===== config.mk =====
export PLATFORM = sky130hd
export DESIGN_NAME = ram_burst_reader
export DESIGN_NICKNAME = d
export VERILOG_FILES = /design/src/rtl/ram_burst_reader.sv
export SDC_FILE = /design/constraint.sdc
export NUM_CORES = 1
export LEC_CHECK = 0
export CORE_ASPECT_RATIO = 1.5
export CORE_MARGIN = 2
export CORE_UTILIZATION = 27
export DETAILED_ROUTE_END_ITERATION = 6
export PLACE_DENSITY_LB_ADDON = 0.05
export SLEW_MARGIN = 20
export SYNTH_ARGS = -nofsm -noshare
export SYNTH_HDL_FRONTEND = slang
export SYNTH_SLANG_ARGS = --single-unit

===== constraint.sdc =====
create_clock -name clk -period 3 [get_ports clk]
set_clock_uncertainty 0.15 [all_clocks]
set_input_delay 0.3 -clock clk [delete_from_list [all_inputs] [get_ports clk]]
set_output_delay 0.3 -clock clk [all_outputs]
set_load 0.005 [all_outputs]

===== src/rtl/ram_burst_reader.sv =====
// Burst read master for the dual-port RAM: walks base..base+len-1 with wrap and streams words out.
// Optional BURST_RD_ABORT_EN adds an abort input that cancels a running burst.
module ram_burst_reader #(
  parameter int DEPTH = 16,
  parameter int WIDTH = 8,
  localparam int AW = $clog2(DEPTH)
) (
  input  logic             clk,
  input  logic             rst_n,
  input  logic             start,
  input  logic [AW-1:0]    base_addr,
  input  logic [AW:0]      len,
`ifdef BURST_RD_ABORT_EN
  input  logic             abort,
`endif
  output logic             busy,
  output logic             done,
  output logic             renc,
  output logic [AW-1:0]    raddr,
  input  logic [WIDTH-1:0] rdata,
  output logic [WIDTH-1:0] dout,
  output logic             dout_valid,
  input  logic             dout_ready
);

  typedef enum logic [1:0] {IDLE, READ, DRAIN} state_t;

  localparam logic [AW:0]   ONE      = 1;
  localparam logic [AW-1:0] LAST_ADR = AW'(DEPTH - 1);

  state_t           state;
  logic [AW:0]      len_q;
  logic [AW:0]      issued;
  logic [AW:0]      popped;
  logic [AW-1:0]    addr_q;
  logic             inflight;
  logic [WIDTH-1:0] buf_mem [3];
  logic [1:0]       head;
  logic [1:0]       tail;
  logic [1:0]       occ;
  logic             push;
  logic             pop;
  logic             abort_hit;

`ifdef BURST_RD_ABORT_EN
  assign abort_hit = abort && busy;
`else
  assign abort_hit = 1'b0;
`endif

  // Credit check counts the word still in the RAM pipeline so the 3-entry buffer never overflows.
  assign renc       = (state == READ) && (issued < len_q) &&
                      (({1'b0, occ} + {2'b00, inflight}) < 3'd3);
  assign raddr      = addr_q;
  assign dout       = buf_mem[head];
  assign dout_valid = (occ != 2'd0);
  assign push       = inflight;
  assign pop        = dout_valid && dout_ready;

  always_ff @(posedge clk or negedge rst_n) begin
    if (!rst_n) begin
      state    <= IDLE;
      busy     <= 1'b0;
      done     <= 1'b0;
      len_q    <= '0;
      issued   <= '0;
      popped   <= '0;
      addr_q   <= '0;
      inflight <= 1'b0;
      head     <= 2'd0;
      tail     <= 2'd0;
      occ      <= 2'd0;
      for (int i = 0; i < 3; i++) buf_mem[i] <= '0;
    end else begin
      done <= 1'b0;
      if (abort_hit) begin
        state    <= IDLE;
        busy     <= 1'b0;
        done     <= 1'b1;
        inflight <= 1'b0;
        head     <= 2'd0;
        tail     <= 2'd0;
        occ      <= 2'd0;
      end else begin
        inflight <= renc;
        if (renc) begin
          issued <= issued + ONE;
          addr_q <= (addr_q == LAST_ADR) ? '0 : addr_q + 1'b1;
        end
        if (push) begin
          buf_mem[tail] <= rdata;
          tail          <= (tail == 2'd2) ? 2'd0 : tail + 2'd1;
        end
        if (pop) begin
          head   <= (head == 2'd2) ? 2'd0 : head + 2'd1;
          popped <= popped + ONE;
        end
        case ({push, pop})
          2'b10:   occ <= occ + 2'd1;
          2'b01:   occ <= occ - 2'd1;
          default: occ <= occ;
        endcase

        case (state)
          IDLE: begin
            if (start) begin
              if (len != '0) begin
                state  <= READ;
                busy   <= 1'b1;
                len_q  <= len;
                addr_q <= base_addr;
                issued <= '0;
                popped <= '0;
              end else begin
                done <= 1'b1;
              end
            end
          end
          READ: begin
            if (renc && (issued + ONE == len_q)) state <= DRAIN;
          end
          DRAIN: begin
            if (pop && (popped + ONE == len_q)) begin
              state <= IDLE;
              busy  <= 1'b0;
              done  <= 1'b1;
            end
          end
          default: state <= IDLE;
        endcase
      end
    end
  end

endmodule


Word level (Yosys, flattened, before mapping)
Index checks and enable logic that the tools add are counted. W data, S select, Z words.

Flip-flop bits (word level): 54. Bits of input ports: 21. Output and inout port bits: 16. Word-level logic and storage cells: 91.

Add/subtract/negate cells: 8. Order comparisons: 5. Equal/unequal tests: 13. Mux-type cells: 35. Bitwise operators: 2. Reductions and logical operators: 14.

Operator list (number): $mux W5 (8); $bwmux W24 (1); $mux W8 (3); $mux W4 (5); $bmux W8 S2 (1); $demux W8 S2 (1); $mux W2 (6); $add A5 B1 Y5 const B (2); $eq A5 B5 Y1 (2); $eq A2 B2 Y1 const B (4); $reduce_and A4 Y1 (2); $add A2 B1 Y2 const B (3); $ge A3 B3 Y1 const B (2); $logic_and A1 B1 Y1 (6); $mux W1 (6); $ne A2 B2 Y1 const B (3); $not A2 Y3 (2); $pmux W2 S3 (1); $reduce_bool A2 Y1 (3); $lt A5 B5 Y1 (1); $reduce_bool A5 Y1 (1); $add A4 B1 Y4 const B (1); $eq A2 B1 Y1 const B (2); $eq A4 B4 Y1 const B (1); 9 further kinds (10).

Longest topological paths before layout
Depth after elaboration: 7. Gate-level depth with buffers: 7. Depth with buffers taken out: 7.

Least setup slack after synthesis
OpenSTA, ideal clock, no wires.

Path kind: register -> register. Start point: register occ[0]. End point: register addr_q[2] (netlist: raddr[2]). Data arrival time: 1.928 ns. Data required time: 2.768 ns. Setup slack: 0.840 ns. Cell stages (with the launch flop): 8. Cell sequence: dfrtp_1 -> ha_1 -> ha_1 -> a211oi_2 -> o211ai_2 -> buf_6 -> or4_1 -> a31oi_1.

Longest elaborated chain between the ends: 7.

Ends and longest elaborated chain: start: declaration (RTL line 40) `logic [1:0] occ;`; start signal: assignment (RTL line 99) `2'b10: occ <= occ + 2'd1;`; start signal: assignment (RTL line 100) `2'b01: occ <= occ - 2'd1;`; $add A2 B1 Y3 (*) (RTL line 53) `(({1'b0, occ} + {2'b00, inflight}) < 3'd3);`; $lt A3 B2 Y1 (*) (RTL line 53); $logic_and A1 B1 Y1 (*) (RTL line 52) `assign renc = (state == READ) && (issued < len_q) &&`; $mux W4 (*) (RTL line 86) `if (renc) begin`; $mux W4 (RTL line 107) `if (len != '0) begin`; $mux W4 (RTL line 106) `if (start) begin`; $mux W4 (*) (RTL line 104) `case (state)`; end signal: assignment (RTL line 88) `addr_q <= (addr_q == LAST_ADR) ? '0 : addr_q + 1'b1;`; end signal: assignment (RTL line 111) `addr_q <= base_addr;`; end: declaration (RTL line 35) `logic [AW-1:0] addr_q;`.

Every way passes the cells marked *; elsewhere a longest branch is shown, timed or not. A chain may end at the register's enable or synchronous reset.

Worst setup path in the final report
Start point: register occ[0]. End point: output renc.

Longest elaborated chain between the ends: 3.

Ends and longest elaborated chain: $add A2 B1 Y3 (RTL line 53); $lt A3 B2 Y1 (RTL line 53); $logic_and A1 B1 Y1 (RTL line 52); end: declaration (RTL line 18) `output logic renc,`.

Every way passes these cells.

==> run summary <==
Outcome -> finished with violations
Failing checks -> hold timing
FF-to-FF End -> issued[3]
Most frequent CP cell -> ha_1
Synth Register Bits -> 54
Critical path class -> reg2out
Post-synth EDFFs -> 0
Layout filler cell count -> 1,041
Detailed Route WL -> 6660 um
DRC -> 0
Global Route Usage Sum -> 0.126
Critical path data required time -> 2.55 ns
Largest net degree at the start of global routing -> 55
Vias per cell -> 4.90
Main synth FF type -> dfrtp_1
TNS Setup -> 0 ns
CP cell instances -> ha_1 -> ha_1 -> a211oi_2 -> o211ai_4 -> nor2_1 -> clkdlybuf4s50_1
Power Dens Cells -> 1190 nW/um^2
# clock sinks -> 54
Yosys top cell area share -> 0.479
Pleak -> 1.48 nW
Reg2reg path depth -> 6
Setup violators final -> 0
Worst vdd ir -> 0.000429 V
CTS tree -> done
Final Wtd Congestion -> 0.775
Fmax -> 0.350 GHz
Via count -> 2,017
Die W -> 87.4 um
Critical Path Stages -> 6
Hold Slack -> -0.00392 ns
Post-Syn Area -> 2820 um^2
PortBufs -> 36
CP max stage delay -> 0.53 ns
Synth cell types -> 48
Clk pin slew, worst setup/hold paths -> 0.07 ns
Vias in the first global route -> 2,096
Syn nets -> 287
Critical-path top delay cell -> clkdlybuf4s50_1
Register share of total power -> 0.342
Final hold violations -> 1
Max-cap violation count -> 0
Clock power share -> 0.148
Internal power -> 2.55 mW
Period minus WS final -> 2.86 ns
Crit Reg-Reg Startpoint -> occ[0]
Critical path launch point type -> flop
Worst hold-check path type -> in2async
CP max FO -> 12
Die area -> 11,300 um^2
Sw Pwr -> 1.58 mW
Synth async-reset ratio -> 1.00
Net count, final -> 326
Post-synth top area cell -> dfrtp_1
CTS buffer count -> 5
Starting density of the core -> 0.278
H-tree levels -> 2
Fin crit share -> 0.954
Combinational share of power -> 0.510
Yosys Warn Count -> 0
Die Y -> 129 um
Sequential fraction of the synthesis area -> 0.479
Syn Area/Cell -> 11.1 um^2
RSZ-0062 raised after global routing -> no
Std-Cell Rows -> 45
Synth-to-layout area growth -> 22.6%
WL per Instance -> 16.2 um
Fin util -> 0.341
Diode count -> 0
Worst rel slew slack -> 0.459
Synth top area cells -> dfrtp_1, mux2_2, ha_1
CP top delay family -> buffers and inverters
Worst path bufs/invs -> 1
Slew Limit Fails -> 0
Setup Fix Bufs, Post-CTS -> 0
Root buffer cell -> clkbuf_16
First-pass GRT wire length -> 10,700 um
Share of post-route cells with drive strength above 1 -> 0.173
Core area -> 10,100 um^2
CTS Buffer Depth -> 2
First-pass iteration count of the detailed router -> 4
Register-to-register setup slack -> 0.73 ns
Initial drt markers -> 41
Post-route ant nets -> 0
Critical path data arrival time -> 2.41 ns
Syn Inst Count -> 255
Initial antenna violation count -> 0
IO Pins -> 37
Worst Tran Pin Value -> 0.807 ns
Crit path capture type -> output pin
Total grt overflow -> 0
Clock Latency Late Sink -> 0.29 ns
DP HPWL -> 4820 um
Sw frac -> 0.383
-- metal layers --
| metal | vias to the layer above | track usage | routed length (um) |
|---|---|---|---|
| li1 | 989 | - | - |
| met1 | 991 | 0.143 | 2830 |
| met2 | 32 | 0.230 | 3560 |
| met3 | 5 | 0.0236 | 162 |
| met4 | 0 | 0.0462 | 108 |
| met5 | - | 0 | 0 |
-- synthesized netlist by cell type, drive strengths merged (5+ instances only) --
master	n
dfrtp	54
nand2	25
mux2	24
o21ai	20
nand3	12
ha	11
inv	11
a21oi	9
mux2i	9
nor2	9
xnor2	9
xor2	7
a31oi	6
buf	5
-- cell usage in the layout, fill, tap and decap left out, types with 2 or more instances in the layout --
cell type	count
dfrtp_1	54
clkdlybuf4s50_1	35
nand2_1	24
mux2_2	24
o21ai_0	20
nand3_1	12
inv_1	11
ha_1	11
mux2i_1	9
nor2_1	9
xnor2_1	9
a21oi_1	8
xor2_1	7
a31oi_1	6
clkbuf_16	5
o31ai_1	4
or3_1	4
buf_4	4
nor3_1	3
or4_4	2
nor2b_1	2
or4_1	2
a21o_1	2
-- state kept, by name (all words and copies together) (netlist names) --
signal / count
state: 2
issued: 5
popped: 5
raddr: 4
head: 2
done: 1
len_q: 5
inflight: 1
busy: 1
buf_mem: 24
tail: 2
occ: 2
-- stage by stage --
step / cell area, um^2 / total power, mW / cells / hold slack (ns) / setup slack (ns)
6_report: 3460 / 4.13 / 412 / -0.00392 / 0.139
5_1_grt: 3460 / 4.50 / 412 / 0.0590 / 0.0226
4_1_cts: 3450 / 4.20 / 412 / 0.0282 / 0.0431
3_5_place_dp: 3290 / 3.56 / 404 / 0.343 / 0.382
3_3_place_gp: 3290 / 3.54 / 404 / 0.337 / 0.404
2_1_floorplan: 2820 / 2.85 / 255 / -0.146 / 0.840
-- timing repair --
action | CTS | global route
resized for setup | 0 | 1
setup endpoints to repair | 0 | 1
hold buffers | 0 | 0
-- power by group through the flow --
stage	Clock (mW)	Sequential (mW)	Combinational [mW]
4_1_cts	0.650	1.43	2.12
3_3_place_gp	0	1.43	2.11
3_5_place_dp	0	1.44	2.12
2_1_floorplan	0	1.32	1.52
6_report	0.610	1.41	2.11
5_1_grt	0.675	1.47	2.35
-- cells by family after synthesis --
family	share of synthesized area
AOI/OAI and AO/OA	0.125
and+or+nand+nor	0.127
xor gates and xnor gates	0.0577
DFF	0.479
muxes	0.128
buffers and inverters	0.0350
adders and majority gates	0.0488
-- final cells by class --
class | instances | area, um^2 | area share
tap | 117 | 146 | 0.0423
multi-input combinational | 182 | 1380 | 0.399
inverter | 11 | 41.3 | 0.0119
sequential | 54 | 1350 | 0.391
timing repair buffer | 40 | 385 | 0.111
clock inverter | 2 | 16.3 | 0.00470
clock buffer | 6 | 139 | 0.0402
-- worst max-delay path by stage --
stage | startpoint | endpoint
finish | occ[0] | renc
global route | occ[0] | renc
CTS | occ[0] | renc
detailed placement | inflight | renc
global placement | inflight | renc
floorplan | occ[0] | raddr[2]
No activity file was read; power rests on OpenSTA's default activity.
